## src/rtl/pipelined_carry_adder.sv

```systemverilog
// pipelined_carry_adder
// WIDTH-bit add/subtract unit built as STAGES ripple chunks. The carry
// between chunks is registered so the critical path is one chunk long.
// A valid/ready handshake runs on both sides, and the whole pipe stalls
// together under backpressure.
module pipelined_carry_adder #(
    parameter int WIDTH  = 8,
    parameter int STAGES = 2
) (
    input  logic             clk,
    input  logic             rst,
    input  logic             in_valid,
    output logic             in_ready,
    input  logic [WIDTH-1:0] a,
    input  logic [WIDTH-1:0] b,
    input  logic             cin,
    input  logic             sub,
    output logic             out_valid,
    input  logic             out_ready,
    output logic [WIDTH-1:0] sum,
    output logic             cout,
    output logic             ovf
);

    localparam int C   = WIDTH / STAGES;
    localparam int MSB = WIDTH - 1;

    // Per-stage state. Each stage holds its valid bit and the carry out of
    // its chunk. It also holds the full-width sum, where the bits of chunks
    // up to and including its own are complete. Finally it holds the
    // operands, with b already inverted for subtract, so that later chunks
    // and the final overflow test see delay-aligned bits.
    logic             valid_q [STAGES];
    logic             valid_d [STAGES];
    logic             carry_q [STAGES];
    logic             carry_d [STAGES];
    logic [WIDTH-1:0] sum_q   [STAGES];
    logic [WIDTH-1:0] sum_d   [STAGES];
    logic [WIDTH-1:0] a_q     [STAGES];
    logic [WIDTH-1:0] a_d     [STAGES];
    logic [WIDTH-1:0] b_q     [STAGES];
    logic [WIDTH-1:0] b_d     [STAGES];
    logic             ovf_q;
    logic             ovf_d;
    logic             advance_s;

    // The pipe moves whenever the output slot is empty or is being
    // consumed. Otherwise every stage holds.
    assign advance_s = ~valid_q[STAGES-1] | out_ready;
    assign in_ready  = advance_s;

    // Ripple each chunk using the carry registered by the previous stage.
    // Stage 0 takes the raw operands and the effective carry-in.
    always_comb begin
        logic             v_v;
        logic             c_v;
        logic [WIDTH-1:0] xa_v;
        logic [WIDTH-1:0] xb_v;
        logic [WIDTH-1:0] s_v;
        for (int k = 0; k < STAGES; k++) begin
            if (k == 0) begin
                v_v  = in_valid;
                xa_v = a;
                xb_v = sub ? ~b : b;
                c_v  = sub ? 1'b1 : cin;
                s_v  = {WIDTH{1'b0}};
            end else begin
                v_v  = valid_q[k-1];
                xa_v = a_q[k-1];
                xb_v = b_q[k-1];
                c_v  = carry_q[k-1];
                s_v  = sum_q[k-1];
            end
            for (int j = 0; j < C; j++) begin
                s_v[k*C+j] = xa_v[k*C+j] ^ xb_v[k*C+j] ^ c_v;
                c_v        = (xa_v[k*C+j] & xb_v[k*C+j]) |
                             (c_v & (xa_v[k*C+j] ^ xb_v[k*C+j]));
            end
            valid_d[k] = v_v;
            carry_d[k] = c_v;
            sum_d[k]   = s_v;
            a_d[k]     = xa_v;
            b_d[k]     = xb_v;
        end
        // Signed overflow: the operands share a sign and the result's sign differs.
        ovf_d = (a_d[STAGES-1][MSB] == b_d[STAGES-1][MSB]) &
                (sum_d[STAGES-1][MSB] != a_d[STAGES-1][MSB]);
    end

    // Stage registers. Reset flushes everything. A stall holds everything.
    always_ff @(posedge clk) begin
        if (rst) begin
            for (int k = 0; k < STAGES; k++) begin
                valid_q[k] <= 1'b0;
                carry_q[k] <= 1'b0;
                sum_q[k]   <= {WIDTH{1'b0}};
                a_q[k]     <= {WIDTH{1'b0}};
                b_q[k]     <= {WIDTH{1'b0}};
            end
            ovf_q <= 1'b0;
        end else if (advance_s) begin
            for (int k = 0; k < STAGES; k++) begin
                valid_q[k] <= valid_d[k];
                carry_q[k] <= carry_d[k];
                sum_q[k]   <= sum_d[k];
                a_q[k]     <= a_d[k];
                b_q[k]     <= b_d[k];
            end
            ovf_q <= ovf_d;
        end
    end

    assign out_valid = valid_q[STAGES-1];
    assign sum       = sum_q[STAGES-1];
    assign cout      = carry_q[STAGES-1];
    assign ovf       = ovf_q;

endmodule
```

## config.mk

```make
export PLATFORM = sky130hd
export DESIGN_NAME = pipelined_carry_adder
export DESIGN_NICKNAME = d
export VERILOG_FILES = /design/src/rtl/pipelined_carry_adder.sv
export SDC_FILE = /design/constraint.sdc
export NUM_CORES = 1
export LEC_CHECK = 0
export ABC_AREA = 1
export ABC_CLOCK_PERIOD_IN_PS = 4800
export BUFFER_PORTS_ARGS = -buffer_cell sky130_fd_sc_hd__buf_2
export CORE_ASPECT_RATIO = 0.5
export CORE_MARGIN = 2
export CORE_UTILIZATION = 40
export DETAILED_ROUTE_END_ITERATION = 10
export PLACE_DENSITY_LB_ADDON = 0.15
export SYNTH_ARGS = -nofsm -noshare
export SYNTH_HDL_FRONTEND = slang
export SYNTH_SLANG_ARGS = --single-unit
export TNS_END_PERCENT = 30
```

## constraint.sdc

```tcl
create_clock -name clk -period 4.8 [get_ports clk]
set_input_delay 0.96 -clock clk [delete_from_list [all_inputs] [get_ports clk]]
set_output_delay 0.96 -clock clk [all_outputs]
set_load 0.005 [all_outputs]
```

==> run metrics <==
clk sink count 25; PD cells 318.2 nW/µm²; P_leak 0.7507 nW; gpl congestion 0.7149; largest net degree at the start of global routing 25; sum of routed wire length over all layers 1676 µm; worst skew pair latency 270 ps; Cell Area, Synth 1297 µm²; worst setup path endpoint sum_q[0][3]$_SDFFCE_PN0P_; die outline width 84.55 µm; hold_buf cts 0; register area share after synthesis 0.5709; vias in the first global route 636; I/O Buffers 33; via count 742; clock buffer depth 2; wire per inst 8.963 µm; setup TNS 0 ps; postcts setup bufs 0; post-synthesis cell count 113; cts repair resizes 0; achievable frequency 345.8 MHz; final routed DRC violation total 0; Root Buffer clkbuf_8; Critical R2R Launch a_q[0][4]$_SDFFCE_PN0P_; outcome complete, no violations; Critical Path Start Type input port; crit path launch sub; cts bufs inserted 3; Least-Margin Pin Slew 964.8 ps; grt total ovfl 0; share of cells above drive strength 1 0.2993; HP Class reg2reg; CP Class in2reg; Worst setup EP type register; Syn Nets 144; drt initial violations 56; final net count 179; r2r setup slk 2440 ps; die boundary height 44.27 µm; die area 3743 µm²; commonest cells after routing, fill and taps aside 33 x buf_2, 32 x inv_1, 24 x edfxtp_1; maximum vdd ir drop 122.5 µV; clk slew on worst S/H paths 80 ps; reg-to-reg endpoint ovf$_SDFFE_PP0P_; Total Routing Usage GR 0.09962; maxcap violations 0; global-route wire length before repair 2718 µm; fill count 284; Final Critical Period 2892 ps; worst reg-to-reg path cell count 13; period utilization 0.6025; Synth cell types 15; Slew Viols, Final 0; post-route antenna net violation count 0; post-layout util 0.5016; CP required 4820 ps; Syn. warnings 0; #FFs+latches synth 25; FP Rows 14; Core ar. 3048 µm²; commonest non-fill, non-tap cell in the layout buf_2; ANT cells 0; setup violators final 0; final instance area 1529 µm²; Fin Clk Skew 2.788 ps; max_slew headroom 0.3552; crit-path max FO 9; RSZ-0062 raised after global routing false; TritonCTS clock tree yes; Area Growth Syn to Fin 17.84%; Via density 3.968; hpwl dp 1204 µm; Post-DP Area 1483 µm²; # IOs 34; critical path arrival 2920 ps; WHS 470.1 ps; First-pass DRT Iterations 4; Initial Util 0.4257; Post-Syn Area per Cell 11.48 µm²; H-tree levels 1; Final Hold Vio Count 0; initial antenna violation count 0
==> layer usage <==
| layer | wire length (µm) | vias to the layer above | part of all wire | GRT usage |
|---|---|---|---|---|
| met5 | 0 | - | 0 | 0 |
| met4 | 27 | 0 | 0.016 | 0.03810 |
| met3 | 142 | 4 | 0.085 | 0.04851 |
| met2 | 768 | 24 | 0.46 | 0.1669 |
| met1 | 738 | 318 | 0.44 | 0.1138 |
| li1 | - | 396 | - | - |
==> synthesized netlist by cell type <==
cell,n,area share
buf_4,1,0.0058
buf_6,2,0.017
dfxtp_1,1,0.015
edfxtp_1,24,0.56
fa_1,8,0.12
ha_1,1,0.0096
inv_1,32,0.093
inv_4,1,0.0048
nand2_1,5,0.014
nand3_1,1,0.0039
nor2_1,23,0.067
nor2_2,4,0.019
nor2_4,2,0.017
xnor2_1,6,0.041
xor2_1,2,0.014
==> layout make-up <==
| type | instances | area (µm²) | area share |
|---|---|---|---|
| well taps | 40 | 50.05 | 0.03273 |
| repair buffers | 33 | 165.2 | 0.1080 |
| clock inverters | 1 | 5.005 | 0.003273 |
| inverters | 33 | 126.4 | 0.08265 |
| flip-flops and latches | 25 | 740.7 | 0.4845 |
| multi-input cells | 52 | 400.4 | 0.2619 |
| clock buffers | 3 | 41.29 | 0.02700 |
==> logic make-up after synthesis <==
logic type | count (synthesis) | synth area share
buffers and inverters | 36 | 0.1205
XOR/XNOR | 8 | 0.05400
AND/OR/NAND/NOR | 35 | 0.1215
adder cells (fa/ha/maj) | 9 | 0.1331
flip-flops | 25 | 0.5709
==> state kept, by name (all words and copies together) (netlist names) <==
register and cells:
valid_q 2, b_q 4, carry_q 2, a_q 4, ovf 1, sum_q 12
==> worst min path at each step <==
stage,startpoint,to,cells past startpoint
2_1_floorplan,ovf$_SDFFE_PP0P_,ovf$_SDFFE_PP0P_,2
3_3_place_gp,ovf$_SDFFE_PP0P_,ovf$_SDFFE_PP0P_,2
3_5_place_dp,ovf$_SDFFE_PP0P_,ovf$_SDFFE_PP0P_,2
4_1_cts,ovf$_SDFFE_PP0P_,ovf$_SDFFE_PP0P_,2
5_1_grt,ovf$_SDFFE_PP0P_,ovf$_SDFFE_PP0P_,2
6_report,ovf$_SDFFE_PP0P_,ovf$_SDFFE_PP0P_,2
==> power by group <==
group / total, W / internal [W] / switching (W)
clock: 0.000122 / 0.0000580 / 0.0000639
sequential: 0.000277 / 0.000269 / 0.00000722
combinational: 0.0000879 / 0.0000404 / 0.0000475
total: 0.000486 / 0.000368 / 0.000119
==> critical path, stage by stage <==
cell	delay (ps)
buf_2	240
xnor2_1	140
fa_1	390
inv_1	70
fa_1	150
inv_1	50
fa_1	350
inv_1	70
fa_1	400
inv_1	60
nor2_1	40
==> metrics by stage <==
step,setup WS [ps],power (W),std cells
floorplan,1762,0.0003431,113
global placement,1633,0.0003702,183
detailed placement,1577,0.0003722,183
CTS,1886,0.0004958,187
global route,1753,0.0005179,187
finish,1908,0.0004865,187
(Power assumes the default switching activity.)
